`config.mk`:
```
export PLATFORM = sky130hd
export DESIGN_NAME = note_sequencer
export DESIGN_NICKNAME = d
export VERILOG_FILES = /design/src/rtl/note_seq_pkg.sv /design/src/rtl/note_fcw_rom.sv /design/src/rtl/note_sequencer.sv
export SDC_FILE = /design/constraint.sdc
export NUM_CORES = 1
export LEC_CHECK = 0
export ABC_CLOCK_PERIOD_IN_PS = 3000
export BUFFER_PORTS_ARGS = -buffer_cell sky130_fd_sc_hd__buf_4
export CAP_MARGIN = 20
export CORE_UTILIZATION = 35
export CTS_BUF_LIST = sky130_fd_sc_hd__clkbuf_4 sky130_fd_sc_hd__clkbuf_8
export DETAILED_ROUTE_END_ITERATION = 8
export PLACE_DENSITY = 0.57
export SLEW_MARGIN = 25
export SYNTH_ARGS = -nofsm -noshare
export SYNTH_HDL_FRONTEND = slang
export SYNTH_HIERARCHICAL = 1
export SYNTH_SLANG_ARGS = --single-unit
```
`constraint.sdc`:
```
create_clock -name clk -period 3 [get_ports clk]
set_input_delay 0.3 -clock clk [delete_from_list [all_inputs] [get_ports clk]]
set_output_delay 0.3 -clock clk [all_outputs]
set_load 0.01 [all_outputs]
```
`src/rtl/note_seq_pkg.sv`:
```
// Package: note_seq_pkg
// Shared types and constants for the note sequencer.
//   state_t            : sequencer FSM states
//   FCW_WIDTH_DEFAULT  : default NCO phase accumulator width
//   FREQ_*_CHZ         : note frequencies in centi-hertz, so integer math keeps two decimals
//   calc_fcw()         : round(f * 2^width / clock_hz), evaluated at elaboration time
package note_seq_pkg;

  typedef enum logic [2:0] {
    IDLE,
    FETCH,
    ECHO,
    PLAY,
    GAP
  } state_t;

  localparam int FCW_WIDTH_DEFAULT = 24;

  localparam longint FREQ_C4_CHZ = 26163;
  localparam longint FREQ_D4_CHZ = 29366;
  localparam longint FREQ_E4_CHZ = 32963;
  localparam longint FREQ_F4_CHZ = 34923;
  localparam longint FREQ_G4_CHZ = 39200;
  localparam longint FREQ_A4_CHZ = 44000;
  localparam longint FREQ_B4_CHZ = 49388;
  localparam longint FREQ_C5_CHZ = 52325;

  // Frequencies are in centi-hertz, so the divisor carries the matching factor of 100.
  function automatic longint calc_fcw(input longint freq_chz, input longint clock_hz,
                                      input int width);
    longint num;
    longint den;
    num = freq_chz * (longint'(1) << width);
    den = clock_hz * 100;
    return (num + den / 2) / den;
  endfunction

endpackage

```
`src/rtl/note_fcw_rom.sv`:
```
// Module: note_fcw_rom
// Combinational keyboard-character to NCO frequency control word lookup.
// Ports:
//   char_code  in   8          ASCII byte to look up
//   mapped     out  1          high when char_code is one of the eight note keys
//   fcw        out  FCW_WIDTH  frequency control word; 0 when unmapped
module note_fcw_rom
  import note_seq_pkg::*;
#(
  parameter int CLOCK_FREQ = 125_000_000,
  parameter int FCW_WIDTH  = FCW_WIDTH_DEFAULT
) (
  input  logic [7:0]           char_code,
  output logic                 mapped,
  output logic [FCW_WIDTH-1:0] fcw
);

  localparam longint CLK_HZ = longint'(CLOCK_FREQ);

  localparam logic [FCW_WIDTH-1:0] FCW_C4 = FCW_WIDTH'(calc_fcw(FREQ_C4_CHZ, CLK_HZ, FCW_WIDTH));
  localparam logic [FCW_WIDTH-1:0] FCW_D4 = FCW_WIDTH'(calc_fcw(FREQ_D4_CHZ, CLK_HZ, FCW_WIDTH));
  localparam logic [FCW_WIDTH-1:0] FCW_E4 = FCW_WIDTH'(calc_fcw(FREQ_E4_CHZ, CLK_HZ, FCW_WIDTH));
  localparam logic [FCW_WIDTH-1:0] FCW_F4 = FCW_WIDTH'(calc_fcw(FREQ_F4_CHZ, CLK_HZ, FCW_WIDTH));
  localparam logic [FCW_WIDTH-1:0] FCW_G4 = FCW_WIDTH'(calc_fcw(FREQ_G4_CHZ, CLK_HZ, FCW_WIDTH));
  localparam logic [FCW_WIDTH-1:0] FCW_A4 = FCW_WIDTH'(calc_fcw(FREQ_A4_CHZ, CLK_HZ, FCW_WIDTH));
  localparam logic [FCW_WIDTH-1:0] FCW_B4 = FCW_WIDTH'(calc_fcw(FREQ_B4_CHZ, CLK_HZ, FCW_WIDTH));
  localparam logic [FCW_WIDTH-1:0] FCW_C5 = FCW_WIDTH'(calc_fcw(FREQ_C5_CHZ, CLK_HZ, FCW_WIDTH));

  // Bottom keyboard row z..m plus ',' forms one octave; only lower-case keys play.
  always_comb begin
    mapped = 1'b1;
    fcw    = '0;
    case (char_code)
      8'h7A:   fcw = FCW_C4;
      8'h78:   fcw = FCW_D4;
      8'h63:   fcw = FCW_E4;
      8'h76:   fcw = FCW_F4;
      8'h62:   fcw = FCW_G4;
      8'h6E:   fcw = FCW_A4;
      8'h6D:   fcw = FCW_B4;
      8'h2C:   fcw = FCW_C5;
      default: mapped = 1'b0;
    endcase
  end

endmodule

```
`src/rtl/note_sequencer.sv`:
```
// Module: note_sequencer
// Pulls bytes from the UART RX FIFO, echoes each one into the TX FIFO and, for
// note keys, drives the matching frequency control word onto the NCO for the
// current note length. Debounced buttons lengthen/shorten notes at run time.
// Optional feature macro: NOTE_SEQ_GAP_EN adds a silent GAP state of
// GAP_CYCLES after every note so repeated notes are articulated.
// Ports:
//   clk, rst_n     clock, asynchronous active-low reset
//   rx_fifo_*      RX FIFO read side (dout valid the cycle after rd_en)
//   tx_fifo_*      TX FIFO write side for the echo
//   len_up/down    one-cycle length adjust pulses
//   fcw, note_en   NCO control; fcw = 0 means silent
//   busy           high whenever the FSM is not IDLE
//   note_len       current note length register
module note_sequencer
  import note_seq_pkg::*;
#(
  parameter int CLOCK_FREQ        = 125_000_000,
  parameter int CYCLES_PER_SECOND = 125_000_000,
  parameter int NOTE_LEN_DEFAULT  = CYCLES_PER_SECOND / 5,
  parameter int NOTE_LEN_STEP     = CYCLES_PER_SECOND / 20,
  parameter int NOTE_LEN_MIN      = CYCLES_PER_SECOND / 20,
  parameter int NOTE_LEN_MAX      = CYCLES_PER_SECOND,
  parameter int GAP_CYCLES        = CYCLES_PER_SECOND / 50,
  parameter int FCW_WIDTH         = FCW_WIDTH_DEFAULT
) (
  input  logic                 clk,
  input  logic                 rst_n,
  input  logic                 rx_fifo_empty,
  input  logic [7:0]           rx_fifo_dout,
  output logic                 rx_fifo_rd_en,
  input  logic                 tx_fifo_full,
  output logic [7:0]           tx_fifo_din,
  output logic                 tx_fifo_wr_en,
  input  logic                 len_up,
  input  logic                 len_down,
  output logic [FCW_WIDTH-1:0] fcw,
  output logic                 note_en,
  output logic                 busy,
  output logic [31:0]          note_len
);

  localparam logic [31:0] LEN_DEFAULT = 32'(NOTE_LEN_DEFAULT);
  localparam logic [31:0] LEN_STEP    = 32'(NOTE_LEN_STEP);
  localparam logic [31:0] LEN_MIN     = 32'(NOTE_LEN_MIN);
  localparam logic [31:0] LEN_MAX     = 32'(NOTE_LEN_MAX);
  // GAP_CYCLES must be at least 1 when the gap feature is built in.
  localparam logic [31:0] GAP_LEN     = 32'(GAP_CYCLES);

  state_t                 state;
  logic [7:0]             char_q;
  logic [31:0]            cnt;
  logic                   rom_mapped;
  logic [FCW_WIDTH-1:0]   rom_fcw;

  note_fcw_rom #(
    .CLOCK_FREQ(CLOCK_FREQ),
    .FCW_WIDTH (FCW_WIDTH)
  ) u_rom (
    .char_code(char_q),
    .mapped   (rom_mapped),
    .fcw      (rom_fcw)
  );

  // The FIFO strobes are decoded from state and the FIFO flags in the same
  // cycle, so a pop can never hit an empty FIFO and a push never a full one.
  assign rx_fifo_rd_en = (state == IDLE) && !rx_fifo_empty;
  assign tx_fifo_wr_en = (state == ECHO) && !tx_fifo_full;
  assign tx_fifo_din   = char_q;
  assign busy          = (state != IDLE);

  // cnt counts down the remaining cycles of the current PLAY (or GAP) phase;
  // leaving at cnt == 1 makes the phase last exactly its loaded length.
  always_ff @(posedge clk or negedge rst_n) begin
    if (!rst_n) begin
      state   <= IDLE;
      char_q  <= '0;
      cnt     <= '0;
      fcw     <= '0;
      note_en <= 1'b0;
    end else begin
      case (state)
        IDLE: begin
          if (!rx_fifo_empty) state <= FETCH;
        end
        FETCH: begin
          char_q <= rx_fifo_dout;
          state  <= ECHO;
        end
        ECHO: begin
          if (!tx_fifo_full) begin
            if (rom_mapped) begin
              state   <= PLAY;
              cnt     <= note_len;
              fcw     <= rom_fcw;
              note_en <= 1'b1;
            end else begin
              state <= IDLE;
            end
          end
        end
        PLAY: begin
          if (cnt == 32'd1) begin
            fcw     <= '0;
            note_en <= 1'b0;
            cnt     <= GAP_LEN;
`ifdef NOTE_SEQ_GAP_EN
            state   <= GAP;
`else
            state   <= IDLE;
`endif
          end else begin
            cnt <= cnt - 32'd1;
          end
        end
`ifdef NOTE_SEQ_GAP_EN
        GAP: begin
          if (cnt == 32'd1) state <= IDLE;
          else              cnt   <= cnt - 32'd1;
        end
`endif
        default: state <= IDLE;
      endcase
    end
  end

  // Note length adjusts in every state; a running note keeps the length it
  // copied into cnt, so presses only affect the following note.
  always_ff @(posedge clk or negedge rst_n) begin
    if (!rst_n) begin
      note_len <= LEN_DEFAULT;
    end else if (len_up && !len_down) begin
      note_len <= (note_len >= LEN_MAX - LEN_STEP) ? LEN_MAX : note_len + LEN_STEP;
    end else if (len_down && !len_up) begin
      note_len <= (note_len <= LEN_MIN + LEN_STEP) ? LEN_MIN : note_len - LEN_STEP;
    end
  end

endmodule

```
==> results of run 1 <==
final cells by class:
class / instances / area [um2]
fill: 1775 / 10100
tap: 225 / 282
clock buffer: 9 / 124
multi-input combinational: 550 / 3390
inverter: 52 / 195
sequential: 95 / 2390
clock inverter: 7 / 109
timing repair buffer: 118 / 913
per-layer routing:
layer  track usage [%]  wire length (um)  vias up
li1                  -                 -     2893
met1              29.7              8640     2952
met2              31.8              8520      210
met3              2.95               969       31
met4              8.58               442        0
met5                 0                 0        -
worst max path at each step:
stage | endpoint | slack, ns | cells after the start
2_1_floorplan | note_len[28]$_DFFE_PN0P_ | 0.52 | 9
3_3_place_gp | cnt[23]$_DFFE_PN0P_ | 0.43 | 6
3_5_place_dp | note_len[15]$_DFFE_PN0P_ | 0.36 | 7
4_1_cts | note_len[15]$_DFFE_PN0P_ | 0.34 | 7
5_1_grt | cnt[29]$_DFFE_PN0P_ | 0.13 | 6
6_report | note_len[15]$_DFFE_PN0P_ | 0.32 | 7
layout by cell type, fill, tap and decap left out, types with 9 or more instances in the layout:
cell type,count
buf_4,115
dfrtp_1,83
o21ai_0,75
nand3_1,53
inv_1,51
nor2_1,50
nand2_1,46
a21oi_1,44
conb_1,21
nor3_1,18
nor4_1,12
dfstp_2,12
a31oi_1,10
o22ai_1,10
a22oi_1,9
clkbuf_8,9
cell families (layout without fill, tap and decap cells):
| kind of cell | count (synthesis) | after routing | share of synthesized area (%) |
|---|---|---|---|
| simple gates | 256 | 256 | 21.9 |
| compound gates | 246 | 246 | 26.0 |
| buf+inv | 133 | 186 | 9.52 |
| flops | 95 | 95 | 37.9 |
| mux | 12 | 12 | 2.06 |
| xor+xnor | 9 | 9 | 1.25 |
| fa+ha+maj | 6 | 6 | 1.19 |
| other cells | 2 | 21 | 0.119 |
power groups by stage:
stage / clock network (mW) / registers [mW] / logic (mW)
4_1_cts: 1.05 / 2.70 / 4.36
3_3_place_gp: 0 / 2.73 / 4.34
5_1_grt: 1.09 / 2.83 / 4.81
6_report: 1.02 / 2.72 / 4.37
3_5_place_dp: 0 / 2.72 / 4.33
2_1_floorplan: 0 / 2.49 / 2.79
state kept, by name, indices dropped and copies added (netlist names):
register and count:
note_en 1, note_len 28, tx_fifo_din 8, cnt 32, state 2, fcw 24
worst reg2reg max path, cell delays in order, from the launching register on:
cell,delay [ns]
dfrtp_1,0.45
or4_1,0.61
nor3_1,0.35
a31oi_1,0.22
and2_0,0.24
buf_4,0.18
a221o_1,0.32
a22o_1,0.22
timing repair:
action / in CTS / in global routing
hold buffers: 1 / 0
buffers inserted: 0 / 0
endpoints found under the setup margin: 0 / 0
endpoints found under the hold margin: 44 / 0
==> results.md, run 1 <==
- H-tree levels: 3
- Seq/Total Area, Yosys: a little under two fifths
- Avg Cell Area, Syn: roughly 8.3 um2
- Cells after Synth: around 760
- Switching share of power: 46.6%
- Synth warn: 6
- Setup TNS: 0 ns
- CP cell instances: or4_1, nor3_1, a31oi_1, and2_0, buf_4, a221o_1, a22o_1
- Combinational power share: between 50% and 60%
- R2R Setup Slk: around 0.32 ns
- Max clock buf depth: 2
- Status: completed
- Post-placement setup slack: approximately 0.36 ns
- Root Buffer: clkbuf_8
- CORE AREA: between 15000 and 20000 um2
- NumNets Final: 846
- CP bufs+invs: 1
- Largest net degree at the start of global routing: between 50 and 60
- Final slew viol count: 0
- Max Cap Viol: 0
- Number of diodes: 0
- Clk network pwr share: between 10% and 20%
- Layout cells sized above 1: between 20% and 30%
- Die Footprint: around 19000 um2
- Reg2Reg Depth: 7
- Internal: 4.33 mW
- Area leader, netlist: dfrtp_1
- VDD IR max: around 580 uV
- Top Ports: a little over 80
- RR Startpoint: note_len[30]$_DFFE_PN0P_
- Design Area, Final: 7400 um2
- GR Overflow Total: 0
- Most used DFF post-synth: dfrtp_1
- Netlist cell types: 84
- Die height: ~140 um
- Post-DRT Antenna Nets: 0
- Clock Latency Late Sink: just under 0.4 ns
- Crit path max fanout: 7
- HP Class: input port to flop
- Core Rows: 48
- Max Freq: 0.373 GHz
- Routed wire per std cell: approximately 18 um
- R2r endpoint: note_len[15]$_DFFE_PN0P_
- Final period util: 89.4%
- Final worst slack: between 0.3 and 0.4 ns
- Tot Pwr: around 8 mW
- PostCTS Resize Cnt: 0
- Sw Pwr: about 3.8 mW
- CP peak stage delay: between 0.6 and 0.7 ns
- Gpl congestion: roughly 0.87
- First DRT Iteration DRCs: about 620
- CTS tree: yes
- Die extent in x: 136 um
- Setup crit end kind: flop
- Drt total wl: roughly 19 mm
- Global-route wire length before repair: about 30 mm
- Hpwl dp: roughly 13 mm
- Crit start category: flop
- Crit Path Category: flop to flop
- Routed vias: around 6.1k
- Initial Util: between 30 and 40%
- Vias per inst: a little under 6
- Hold-critical path depth: 2
- Power Density: ~1100 nW/um2
- Area after DPL: ~7200 um2
- Number of I/O port buffers: just under 80
- Final setup viols: 0
- Clk slew on worst S/H paths: roughly 0.10 ns
- Synth-to-Final Area Change: 17.3%
- Clk_skew: around 0.0099 ns
- CP Launch Point: note_len[30]$_DFFE_PN0P_
- Antenna violations before repair: 0
- Post-synth EDFFs: 0
- Critical path data arrival time: between 2 and 3 ns
- Hold Path Sink: tx_fifo_din[5]$_DFFE_PN0N_
- Fin cells: between 1k and 1.5k
- Slew HR: approximately three fifths
- Post-route DRC: 0
- Final min period: about 2.7 ns
- CTS Sinks: 95
- Main area contributors after synthesis: dfrtp_1 (33%), o21ai_0 (6.0%), dfstp_2 (5.0%), nand3_1 (4.2%), a21oi_1 (3.5%)
- Worst-Margin Slew: between 0.6 and 0.7 ns
- Vias in the first global route: about 5.6k
- TritonCTS Buffers: 9
- Critical Path RT: roughly 3.3 ns
- Synth top area share: roughly a third
- Leak: around 3.2 nW
- Min Hold Slack: 0.140 ns
- CP max stage cell: or4_1
- List of most frequent post-synthesis cells: dfrtp_1 (83), o21ai_0 (75), nand3_1 (53)
- Top delay family on crit path: simple AND/OR/NAND/NOR gates
- All-layer global routing usage: between 20% and 30%
- Top-count cell post-synth: dfrtp_1
- Hold Fails Final Rpt: 0
- HP Start: rx_fifo_dout[5]
- RSZ-0062 raised after global routing: no
- Placed Cells: roughly 1.0k
- Final Core Density: between 40% and 50%
- Ys async rst share: 100%
- Sequential Power Share: 33.5%
- Pre-antenna DRT Iters: 6
- Number of synthesized register bits: 95
- Synthesized area: ~6300 um2
Note: power is estimated with default switching activity, not from simulation.
==> inputs of run 2 (changes only) <==
==> constraint.sdc (replaced) <==
create_clock -name clk -period 3 [get_ports clk]
set_input_delay 0 -clock clk [delete_from_list [all_inputs] [get_ports clk]]
set_output_delay 0 -clock clk [all_outputs]
set_load 0.01 [all_outputs]
==> run 2 against run 1 <==
Clock power down 16%. Sequential power about the same. First-iteration DRC count down 19%. Die area unchanged. Combinational power about the same. Non-clock buffer count up 6. Worst hold slack worse by 0.11 ns. Critical endpoint is now note_len[7]$_DFFE_PN0P_. Final area up 0.68%. Highest routed layer unchanged.
==> results.md, run 2 (synthesis gave the netlist of run 1 again) <==
- Leak: around 3.2 nW
- Max clock buf depth: 2
- All-layer global routing usage: a little over a fifth
- Crit start category: flop
- Slew HR: 56.6%
- Clock Latency Late Sink: ~0.4 ns
- CP Launch Point: note_len[30]$_DFFE_PN0P_
- PostCTS Resize Cnt: 0
- TritonCTS Buffers: 9
- Hold Fails Final Rpt: 0
- Hpwl dp: between 10 and 15 mm
- Number of diodes: 0
- Post-route DRC: 0
- Commonest non-fill, non-tap cell in the layout: buf_4
- Area of the multi-input gates: between 3000 and 4000 um2
- Root Buffer: clkbuf_8
- Final period util: 90.0%
- Initial Util: a little over a third
- CORE AREA: 17500 um2
- Clk slew on worst S/H paths: ~0.11 ns
- Largest net degree at the start of global routing: 49
- GR Overflow Total: 0
- Die extent in x: between 100 and 150 um
- Met2 usage: between 30% and 40%
- Final min period: roughly 2.7 ns
- Antenna violations before repair: 0
- Crit path max fanout: 7
- Routed vias: 6072
- Layout cells sized above 1: between 20% and 30%
- Routed wire per std cell: between 15 and 20 um
- Top Ports: 82
- Power Density: 1070 nW/um2
- Critical Path RT: 3.29 ns
- Final setup viols: 0
- Most flops, register: cnt
- Clk_skew: about 0.016 ns
- H-tree levels: 3
- Post-DRT Antenna Nets: 0
- RSZ-0062 raised after global routing: no
- Critical path data arrival time: ~3 ns
- CTS Sinks: 95
- Drt total wl: between 15 and 20 mm
- Pre-antenna DRT Iters: 5
- Status: completed
- VDD IR max: roughly 440 uV
- Number of I/O port buffers: slightly below 80
- Die height: between 100 and 150 um
- Global-route wire length before repair: approximately 30 mm
- Reg area: 2390 um2
- CTS tree: yes
- HP Start: rx_fifo_empty
- Most frequent cells in the layout: buf_4 (110), dfrtp_1 (83), o21ai_0 (75)
- Most used routing layer: met2
- Min Hold Slack: between 0.03 and 0.04 ns
- RR Startpoint: note_len[30]$_DFFE_PN0P_
- Vias in the first global route: approximately 5.6k
- Gpl congestion: roughly 0.86
- Die Footprint: ~19000 um2
- GR Util met3: roughly 2.9%
- Core Rows: 48
- Vias per inst: between 5 and 6
- Max Cap Viol: 0
- Global-route met1 utilization: between 20 and 30%
- HP Class: input port to flop
- Max FFs per register: 32
- Worst-Margin Slew: roughly 0.65 ns
- Final slew viol count: 0
- First DRT Iteration DRCs: 500
- Setup TNS: 0 ns
- Final-layout fill cell count: between 1.5k and 2k
- Post-CTS setup buffers: 0
- NumNets Final: about 850
- Max Freq: 0.370 GHz
- Crit Path Category: flop to flop
- Synth-to-Final Area Change: 18.1%
- Setup crit end kind: flop
- Biggest regs: cnt (32), note_len (28), fcw (24)
[run 2: cell types whose count changed in the layout (fill, tap and decap cells not counted), sizes merged]
cell	delta
clkinvlp	+1
clkinv	+3
buf	-3
bufinv	-2
inv	-2
dlygate4sd3	+9
[run 2: final cells by class]
type	count	share of cell area, %
Tap cell	225	3.78
Inverter	52	2.62
Sequential cell	95	32.1
Clock inverter	7	0.890
Timing Repair Buffer	124	13.5
Clock buffer	9	1.66
Multi-Input combinational cell	550	45.4
[run 2: what timing repair did]
| action | in CTS | in global routing |
|---|---|---|
| endpoints found under the hold margin | 56 | 0 |
| setup endpoints to repair | 0 | 0 |
| hold buffers | 10 | 0 |
[run 2: critical path, cell delays in order (launching register included)]
cell and delay, ns:
dfrtp_1 0.44, or4_1 0.59, nor3_1 0.36, o211ai_1 0.27, and2_0 0.23, buf_4 0.18, a221o_1 0.32, a22o_1 0.22
[run 2: power breakdown]
part,internal [mW],switching [mW]
Combinational,1.96,2.42
Sequential,1.89,0.828
Clock,0.319,0.538
Total,4.17,3.78
[run 2: metrics by stage]
stage | cells | cell area, um2 | util, % | total power, mW | setup slack (ns)
after floorplan | 778 | 6380 | - | 5.28 | 0.522
after global placement | 1036 | 7160 | 41.0 | 7.04 | 0.442
after detailed placement | 1036 | 7160 | 41.0 | 7.05 | 0.362
after CTS | 1062 | 7450 | 42.6 | 7.94 | 0.339
after global routing | 1062 | 7450 | 42.6 | 8.53 | 0.143
final | 1062 | 7450 | 42.6 | 7.95 | 0.299
[run 2: final timing paths]
kind,end,slack [ns],cells after the start
setup / recovery,note_len[7]$_DFFE_PN0P_,0.30,7
hold / removal,state[0]$_DFFE_PN0P_,0.03,3
setup reg to reg,note_len[7]$_DFFE_PN0P_,0.30,7
hold reg to reg,cnt[23]$_DFFE_PN0P_,0.50,2
max in group asynchronous,note_len[21]$_DFFE_PN1P_,2.08,3
min in group asynchronous,tx_fifo_din[0]$_DFFE_PN0N_,0.16,2
[run 2: routing by layer]
layer  vias up  routed length, um
met5         -                  0
met4         0                440
met3        30                912
met2       196               8710
met1      2938               8710
li1       2908                  -
==> inputs of run 3 (changes only) <==
--- a/config.mk
+++ b/config.mk
@@ -12,6 +12,7 @@
 export CTS_BUF_LIST = sky130_fd_sc_hd__clkbuf_4 sky130_fd_sc_hd__clkbuf_8
 export DETAILED_ROUTE_END_ITERATION = 8
 export PLACE_DENSITY = 0.57
+export RECOVER_POWER = 100
 export SLEW_MARGIN = 25
 export SYNTH_ARGS = -nofsm -noshare
 export SYNTH_HDL_FRONTEND = slang
==> run 3 against run 2 <==
Critical path depth unchanged. Register-to-register slack got worse by 0.08 ns. Non-clock buffer count did not move. Largest cell class unchanged.
==> results.md, run 3 (synthesis gave the netlist of run 1 again) <==
- Final min period: around 2.8 ns
- CTS Sinks: 95
- Global-route wire length before repair: 30.3 mm
- Setup crit end kind: flop
- Leak: 2.97 nW
- Layout cells sized above 1: ~12%
- RSZ-0062 raised after global routing: no
- Synth-to-Final Area Change: 13.9%
- CP max stage cell: dfstp_2
- Reg area: roughly 2400 um2
- Max clock buf depth: 2
- Drt total wl: between 15 and 20 mm
- Clock Latency Late Sink: roughly 0.40 ns
- Vias in the first global route: 5553
- Final slew viol count: 0
- Area of the multi-input gates: roughly 3400 um2
- Die height: 136 um
- Crit Path Category: flop to flop
- Most flops, register: cnt
- Post-placement setup slack: 0.362 ns
- CP cell instances: clkbuf_1, nor3_1, and4_1, a31oi_1, nand2_1, or4_1, o21ai_0
- VDD IR max: 422 uV
- Most frequent cells in the layout: dfrtp_1 (83), o21ai_0 (77), clkbuf_1 (58)
- Max Freq: 0.360 GHz
- Worst-Margin Slew: between 1 and 1.5 ns
- GR Overflow Total: 0
- Biggest regs: cnt (32), note_len (28), fcw (24)
- Die extent in x: between 100 and 150 um
- Commonest non-fill, non-tap cell in the layout: dfrtp_1
- Routed vias: 6071
- Slew HR: between 10 and 15%
- Top Ports: 82
- Area after DPL: approximately 7200 um2
- Critical Path RT: 3.31 ns
- Hold Fails Final Rpt: 0
- Number of diodes: 0
- Hpwl dp: between 10 and 15 mm
- Antenna violations before repair: 0
- Max Cap Viol: 0
- Power Density: roughly 1100 nW/um2
- CORE AREA: around 17000 um2
- First DRT Iteration DRCs: roughly 460
- Root Buffer: clkbuf_8
- Crit start category: flop
- Gpl congestion: between 0.8 and 0.9
- Top delay family on crit path: simple AND/OR/NAND/NOR gates
- Min Hold Slack: between 0.02 and 0.025 ns
- Placed Cells: around 1.0k
- Design Area, Final: approximately 7200 um2
- TritonCTS Buffers: 9
- CP bufs+invs: 1
- Vias per inst: between 5 and 6
- Fin cells: ~1.1k
- CTS tree: yes
- Post-route DRC: 0
- Final setup viols: 0
- Final-layout fill cell count: between 1.5k and 2k
- Final period util: 92.6%
- Max FFs per register: 32
- Largest net degree at the start of global routing: 49
- Setup TNS: 0 ns
- Core Rows: between 40 and 50
- Pre-antenna DRT Iters: 5
- Die Footprint: ~19000 um2
- Post-CTS setup buffers: 0
- Initial Util: around 36%
- Critical path data arrival time: around 3.1 ns
- H-tree levels: 3
- Routed wire per std cell: ~18 um
- Final worst slack: 0.221 ns
- NumNets Final: 852
- All-layer global routing usage: a little over a fifth
- HP Class: input port to flop
- Number of I/O port buffers: 77
- Clk_skew: approximately 0.016 ns
- Status: completed
- Post-DRT Antenna Nets: 0
- Clk slew on worst S/H paths: about 0.11 ns
- Crit path max fanout: 14
- CP peak stage delay: about 0.54 ns
[run 3: cell types whose count changed in the layout (fill, tap and decap cells not counted), moves of 2 or more]
cell	before	now
buf_4	110	48
clkbuf_1	0	58
dfstp_1	0	10
dfstp_2	12	2
clkbuf_2	0	6
buf_12	4	2
o21ai_0	75	77
o21ai_1	3	1
[run 3: tightest hold or removal path, stage by stage]
cell and delay (ns):
buf_4 0.11, nor2_1 0.16, or2_2 0.14
[run 3: final cells by class]
class	count	share of cell area, %
clock buffers	9	1.72
clock inverters	7	0.923
inverters	52	2.72
multi-input cells	550	47.0
flip-flops and latches	95	33.3
well taps	225	3.92
repair buffers	124	10.4
[run 3: repair_timing]
action / 4_1_cts / 5_1_grt
hold endpoints to repair: 56 / 0
resized for setup: 0 / 0
hold buffers: 10 / 0
[run 3: final timing paths]
check	cells past startpoint	slack, ns	endpoint	startpoint
max	7	0.22	note_len[28]$_DFFE_PN0P_	note_len[6]$_DFFE_PN1P_
min	3	0.02	state[0]$_DFFE_PN0P_	rx_fifo_empty
max reg2reg	7	0.22	note_len[28]$_DFFE_PN0P_	note_len[6]$_DFFE_PN1P_
min reg2reg	2	0.50	cnt[23]$_DFFE_PN0P_	cnt[23]$_DFFE_PN0P_
max in group asynchronous	3	0.71	cnt[26]$_DFFE_PN0P_	rst_n
min in group asynchronous	2	0.39	tx_fifo_din[0]$_DFFE_PN0N_	rst_n
[run 3: metal layers]
layer / GRT usage (%) / part of all wire, %
met5: 0 / 0
met1: 29.3 / 46
met2: 32.3 / 47
met4: 8.40 / 2.3
met3: 2.95 / 4.8
[run 3: stage by stage]
step	power, mW	utilization [%]
detailed placement	7.05	41.0
CTS	7.94	42.6
floorplan	5.28	-
global placement	7.04	41.0
global route	8.17	41.1
finish	7.58	41.1
[run 3: where the power goes]
part,switching (mW),internal (mW)
Combinational,2.40,1.64
Clock,0.534,0.319
Sequential,0.816,1.87
